==> src/rtl/alu_result_bcd_seq.sv <==
// Sequential binary-to-BCD converter (double dabble, one bit per clock) for the ALU result display path.
// Produces packed BCD digits plus a leading-zero blank mask for the HEX digit decoders.
module alu_result_bcd_seq #(
    parameter int WIDTH  = 10,
    parameter int DIGITS = 4
) (
    input  logic                  clk,
    input  logic                  rst,
    input  logic [WIDTH-1:0]      bin_in,
    input  logic                  start,
    output logic                  busy,
    output logic                  done,
    output logic [4*DIGITS-1:0]   bcd_out,
    output logic [DIGITS-1:0]     blank
);

    typedef enum logic [1:0] {
        IDLE,
        SHIFT,
        FINISH
    } state_t;

    localparam int CW = $clog2(WIDTH + 1);
    localparam logic [DIGITS-1:0] BLANK_RST = {{(DIGITS-1){1'b1}}, 1'b0};

    state_t                state_q,   state_d;
    logic [WIDTH-1:0]      bin_q,     bin_d;
    logic [4*DIGITS-1:0]   scratch_q, scratch_d;
    logic [CW-1:0]         cnt_q,     cnt_d;
    logic [4*DIGITS-1:0]   bcd_q,     bcd_d;
    logic [DIGITS-1:0]     blank_q,   blank_d;
    logic                  done_q,    done_d;
    logic                  busy_q,    busy_d;

    logic [4*DIGITS-1:0]   adj;
    logic                  zero_run;

    always_comb begin
        // NOTE: every variable gets a default first so no path leaves it unassigned (no latches).
        state_d   = state_q;
        bin_d     = bin_q;
        scratch_d = scratch_q;
        cnt_d     = cnt_q;
        bcd_d     = bcd_q;
        blank_d   = blank_q;
        done_d    = 1'b0;
        busy_d    = busy_q;
        adj       = scratch_q;
        zero_run  = 1'b1;

        // Add-3 correction on every digit in parallel, applied to the pre-shift value.
        for (int k = 0; k < DIGITS; k++) begin
            if (scratch_q[4*k +: 4] >= 4'd5) begin
                adj[4*k +: 4] = scratch_q[4*k +: 4] + 4'd3;
            end
        end

        case (state_q)
            IDLE: begin
                if (start) begin
                    bin_d     = bin_in;
                    scratch_d = '0;
                    cnt_d     = CW'(WIDTH);
                    busy_d    = 1'b1;
                    state_d   = SHIFT;
                end
            end
            SHIFT: begin
                scratch_d = {adj[4*DIGITS-2:0], bin_q[WIDTH-1]};
                bin_d     = {bin_q[WIDTH-2:0], 1'b0};
                cnt_d     = cnt_q - CW'(1);
                if (cnt_q == CW'(1)) begin
                    state_d = FINISH;
                end
            end
            FINISH: begin
                bcd_d = scratch_q;
                // A digit blanks only while every digit above it is also zero.
                for (int k = DIGITS - 1; k >= 1; k--) begin
                    zero_run   = zero_run & (scratch_q[4*k +: 4] == 4'd0);
                    blank_d[k] = zero_run;
                end
                blank_d[0] = 1'b0;
                done_d     = 1'b1;
                busy_d     = 1'b0;
                state_d    = IDLE;
            end
            default: begin
                busy_d  = 1'b0;
                state_d = IDLE;
            end
        endcase
    end

    // NOTE: sequential state uses non-blocking assignments so all flops update together at the edge.
    always_ff @(posedge clk) begin
        if (rst) begin
            state_q   <= IDLE;
            bin_q     <= '0;
            scratch_q <= '0;
            cnt_q     <= '0;
            bcd_q     <= '0;
            blank_q   <= BLANK_RST;
            done_q    <= 1'b0;
            busy_q    <= 1'b0;
        end else begin
            state_q   <= state_d;
            bin_q     <= bin_d;
            scratch_q <= scratch_d;
            cnt_q     <= cnt_d;
            bcd_q     <= bcd_d;
            blank_q   <= blank_d;
            done_q    <= done_d;
            busy_q    <= busy_d;
        end
    end

    assign busy    = busy_q;
    assign done    = done_q;
    assign bcd_out = bcd_q;
    assign blank   = blank_q;

endmodule
==> config.mk <==
export PLATFORM = sky130hd
export DESIGN_NAME = alu_result_bcd_seq
export DESIGN_NICKNAME = d
export VERILOG_FILES = /design/src/rtl/alu_result_bcd_seq.sv
export SDC_FILE = /design/constraint.sdc
export NUM_CORES = 1
export LEC_CHECK = 0
export BUFFER_PORTS_ARGS = -buffer_cell sky130_fd_sc_hd__buf_2
export CORE_MARGIN = 2
export CORE_UTILIZATION = 45
export DETAILED_ROUTE_END_ITERATION = 8
export GPL_ROUTABILITY_DRIVEN = 1
export GPL_TIMING_DRIVEN = 0
export PLACE_DENSITY = 0.67
export SLEW_MARGIN = 20
export SYNTH_ARGS = -nofsm -noshare
export SYNTH_HDL_FRONTEND = slang
export SYNTH_SLANG_ARGS = --single-unit
==> constraint.sdc <==
create_clock -name clk -period 1.4 [get_ports clk]
set_input_delay 0.42 -clock clk [delete_from_list [all_inputs] [get_ports clk]]
set_output_delay 0.42 -clock clk [all_outputs]
set_load 0.01 [all_outputs]
# Word-level counts from Yosys, hierarchy flattened
# Cells that the tools add are included.
# classes
addsub	5
magnitude_cmp	4
n_eq_ne	5
muxes	16
n_bitwise	3
n_reduce_logical	8
# op_table
operator	n
one-hot mux 16 bit (2 select lines)	1
one-hot mux 10 bit (2 select lines)	1
greater-or-equal comparator 4 x 3 -> 1 bit, second input constant	4
2-to-1 mux 16 bit	1
2-to-1 mux 4 bit	4
adder 4 x 2 -> 4 bit, second input constant	3
zero test 4 bit	3
2-to-1 mux 10 bit	1
one-hot mux 4 bit (2 select lines)	1
AND reduction 2 bit	3
== test 4 x 1 -> 1 bit, second input constant	1
2-to-1 mux 2 bit	2
inequality test 2 bit, second input constant	2
one-hot mux 2 bit (2 select lines)	1
subtractor 4 x 1 -> 4 bit, second input constant	1
adder 3 x 2 -> 3 bit, second input constant	1
2-to-1 mux 3 bit	1
bitwise AND 1 bit	2
== test 2 x 1 -> 1 bit, second input constant	1
== test 2 bit, second input constant	1
zero test 2 bit	1
2-to-1 mux 1 bit	2
one-hot mux 1 bit (2 select lines)	1
nonzero test 2 bit	1
NOT 1 bit	1
# word_totals
register_bits	53
inputBits	13
output_inout_bits	22
wordCells	49

# Longest topological paths before layout
# logic_depth
ltp_word	3
ltp_mapped	6
mapped_depth_nobuf	6

# Worst setup path after synthesis
# No wires, ideal clock.
# synth_path
path_type	register to register
startpoint	reg scratch_q[1]
endpoint	reg scratch_q[2]
setup_ns	0.117
arrival_time_ns	1.233
slack_ns	0.050
stages_incl_launch_ff	7
n_path_buf	0
cell_sequence	dfxtp_1 -> inv_1 -> ha_1 -> nand2b_1 -> a21oi_1 -> mux2i_1 -> a22o_1
# synth_via
elab_chain_cells	3
elab_cells_between_ends	4
classes_between	add/sub (1); order compare (1); mux (2)
# synth_lines
element	line	text
start: declaration	28	logic [4*DIGITS-1:0] scratch_q, scratch_d;
start signal: assignment	109	scratch_q <= scratch_d;
adder 4 x 2 -> 4 bit or greater-or-equal comparator 4 x 3 -> 1 bit (tied branches)	54, 53	
2-to-1 mux 4 bit (*)	53	if (scratch_q[4*k +: 4] >= 4'd5) begin
one-hot mux 16 bit (2 select lines) (*)	58	case (state_q)
# Mark *: on every way between the ends. The rest lies on a longest branch, timed or not.
# A chain may end at the register's enable or synchronous reset.

# Final worst setup path
# Same ends and word-level chain as after synthesis.

==> impl_summary.log <==
INFO  metric start_util = 0.462
INFO  metric htree_num_levels = 2
INFO  metric final_common_cell = sky130_fd_sc_hd__dfxtp_1
INFO  metric postSynthRegisterBits = 53
INFO  metric post_drt_wl_per_cell = 13.7 um
INFO  metric post_synth_num_cell_types = 38
INFO  metric status = completed
INFO  metric muxShareOfSynthArea = 0.0203
INFO  metric cp_slowest_cell = sky130_fd_sc_hd__dfxtp_4
INFO  metric number_of_enable_type_register_cells_in_the_synthesized_netlist = 0
INFO  metric die_height = 78.9 um
INFO  metric gp_routability_congestion = 0.777
INFO  metric avgSynthCellArea = 8.51 um^2
INFO  metric grt_overflow = 0
INFO  metric io_pins = 35
INFO  metric power.total = 2.76 mW
INFO  metric routed_wl = 5610 um
INFO  metric timing.critical_path.cells = inv_4, ha_2, nand2b_4, a21oi_4, mux2i_1, a22o_1
INFO  metric fp.dieW = 78.9 um
INFO  metric synth_top_family_by_area = compound AO/OA/AOI/OAI gates
INFO  metric synth-adder-area-share = 0.0594
INFO  metric worst_slack_placed = -0.0898 ns
INFO  metric synthToLayoutAreaGrowth = 18.4%
INFO  metric post_synth_xor_area_fraction = 0.0173
INFO  metric placed_area = 2780 um^2
INFO  metric cts.clk_slew.worst_paths = 0.09 ns
INFO  metric postSynth.asyncResetShare = 0
INFO  metric insertion_delay = 0.31 ns
INFO  metric rows = 27
INFO  metric synth_nets = 322
INFO  metric maximum_ir_drop_on_the_vdd_rail = 0.000499 V
INFO  metric antenna_violations_before_repair = 0
INFO  metric setup_viol = 0
INFO  metric actual_transition_at_the_worst_max_transition_pin = 0.631 ns
INFO  metric slew_viol_final = 0
INFO  metric timing_hold_violations_final = 0
INFO  metric grt_first_pass_wirelength = 9290 um
INFO  metric p_leak = 1.21 nW
INFO  metric crit_path_start_kind = register
INFO  metric synth-simple-area-share = 0.192
INFO  metric synth_compound_area_frac = 0.213
INFO  metric finClkSkew = 0.0105 ns
INFO  metric grt_max_degree = 17
INFO  metric clkSinkCount = 53
INFO  metric portBuffers = 32
INFO  metric cts_inserted_buffers = 5
INFO  metric insertedDiodeCount = 0
INFO  metric critical_path.endpoint_type = register
INFO  metric maximum_capacitance_violations = 0
INFO  metric worstPathRequired = 1.65 ns
INFO  metric route.vias.total = 2121
INFO  metric synthesis.instances = 297
INFO  metric path_class = reg -> reg
INFO  metric maxSlewHeadroom = 0.579
INFO  metric detailed_place_hpwl = 3790 um
INFO  metric synth_area_leader_cell = sky130_fd_sc_hd__dfxtp_1
INFO  metric drive_above_1_share = 0.287
INFO  metric synth_top_cell_area_share = 0.420
INFO  metric vias_in_the_first_global_route = 2008
INFO  metric core_area = 5470 um^2
INFO  metric clock.fmax = 740 MHz
INFO  metric cp_slowest_stage_delay = 0.38 ns
INFO  metric dr.pass1.iters = 4
INFO  metric seq_area_frac_synth = 0.420
INFO  metric grt_util_all_layers = 0.189
INFO  metric fillers = 541
INFO  metric final_cell_area = 2990 um^2
INFO  metric synth.area.top_cells = sky130_fd_sc_hd__dfxtp_1 42%, sky130_fd_sc_hd__a21oi_1 8.3%, sky130_fd_sc_hd__ha_1 5.9%
INFO  metric ys.flop_type = sky130_fd_sc_hd__dfxtp_1
INFO  metric first_iter_violations = 90
INFO  metric final_nets = 362
INFO  metric finalWorstSetupSlack = 0.0490 ns
INFO  metric syn_area = 2530 um^2
INFO  metric worst-endpoint-arrival = 1.60 ns
INFO  metric route.antenna.remaining_nets = 0
INFO  metric die_area = 6230 um^2
INFO  metric min_period = 1.35 ns
INFO  metric tritoncts = built
INFO  metric period_share = 0.965
INFO  metric power_density = 922 nW/um^2
INFO  metric cts_root_buffer = sky130_fd_sc_hd__clkbuf_8
INFO  metric post-route-drc-count = 0
INFO  metric most-common-layout-cells = 45 x sky130_fd_sc_hd__dfxtp_1, 42 x sky130_fd_sc_hd__buf_2, 38 x sky130_fd_sc_hd__a21oi_1
INFO  metric critPathMaxFanout = 4
INFO  metric cts.path.max_buffers = 2
INFO  metric yosys_warnings = 0
INFO  metric min_path_type = in -> reg
INFO  metric via_to_cell_ratio = 5.17
==> cells by family (layout without fill, tap and decap cells) <==
family / count (synthesis) / count (layout)
other cells: 1 / 1
fa+ha+maj: 12 / 12
mux: 5 / 5
simple gates: 102 / 102
flops: 53 / 53
compound gates: 81 / 81
buf+inv: 38 / 79
xor+xnor: 5 / 5
==> layout make-up <==
type	instances	area (um^2)	area share
flip-flops and latches	53	1080	0.360
inverters	17	66.3	0.0222
clock buffers	6	72.6	0.0243
multi-input cells	206	1370	0.458
clock inverters	2	15.0	0.00502
well taps	72	90.1	0.0301
plain buffers	21	133	0.0443
repair buffers	33	168	0.0560
==> layer usage <==
layer,part of all wire,vias to the layer above,GRT usage
met4,0.012,0,0.0810
met5,0,-,0
li1,-,1090,-
met3,0.040,8,0.0409
met2,0.48,41,0.314
met1,0.47,982,0.238
==> cells in the mapped netlist (4+ instances only) <==
cell type	number
sky130_fd_sc_hd__a21oi_1	42
sky130_fd_sc_hd__a22o_1	11
sky130_fd_sc_hd__buf_2	11
sky130_fd_sc_hd__buf_6	4
sky130_fd_sc_hd__clkbuf_1	4
sky130_fd_sc_hd__dfxtp_1	53
sky130_fd_sc_hd__ha_1	12
sky130_fd_sc_hd__inv_1	17
sky130_fd_sc_hd__mux2i_1	4
sky130_fd_sc_hd__nand2_1	37
sky130_fd_sc_hd__nand2b_1	6
sky130_fd_sc_hd__nand3_1	5
sky130_fd_sc_hd__nor2_1	35
sky130_fd_sc_hd__nor2b_1	4
sky130_fd_sc_hd__nor3_1	7
sky130_fd_sc_hd__o21ai_0	9
sky130_fd_sc_hd__o221a_2	4
sky130_fd_sc_hd__xnor2_1	4
==> final timing paths <==
check                                  start      endpoint  slack (ns)  cells after the start
worst max register to register  scratch_q[1]  scratch_q[2]        0.05                      6
worst min register to register    bcd_out[6]    bcd_out[6]        0.46                      2
worst min-delay path               bin_in[9]      bin_q[9]        0.42                      3
worst max-delay path            scratch_q[1]  scratch_q[2]        0.05                      6
==> state kept, by name, summed over array words and instances, names as in the netlist <==
name       cells
cnt_q          4
done           1
busy           1
bcd_out       16
scratch_q     16
blank          3
state_q        2
bin_q         10
==> critical path: cells and delay by family (launching register included) <==
family,cells,cell delay [ns]
compound gates,2,0.33
fa+ha+maj,1,0.16
buf+inv,1,0.05
flops,1,0.38
mux,1,0.24
simple gates,1,0.14
==> timing repair <==
action                     in CTS  in global routing
pin swaps                       1                  7
setup buffers                   0                  1
setup endpoints to repair       8                 13
resized for setup               8                 27
hold buffers                    0                  0
gates cloned                    0                  0
==> power by group <==
part / switching (mW) / internal, mW
sequential: 0.0325 / 1.55
combinational: 0.186 / 0.131
clock: 0.507 / 0.353
==> through the flow <==
| stage | utilization | setup TNS, ns | cells | hold slack, ns |
|---|---|---|---|---|
| 2_1_floorplan | - | 0 | 297 | 0.445 |
| 3_3_place_gp | 0.508 | -0.406 | 401 | 0.439 |
| 3_5_place_dp | 0.508 | -0.430 | 401 | 0.446 |
| 4_1_cts | 0.527 | 0 | 409 | 0.409 |
| 5_1_grt | 0.547 | -0.0242 | 410 | 0.434 |
| 6_report | 0.547 | 0 | 410 | 0.416 |
Power figures use the tool's default switching activity.
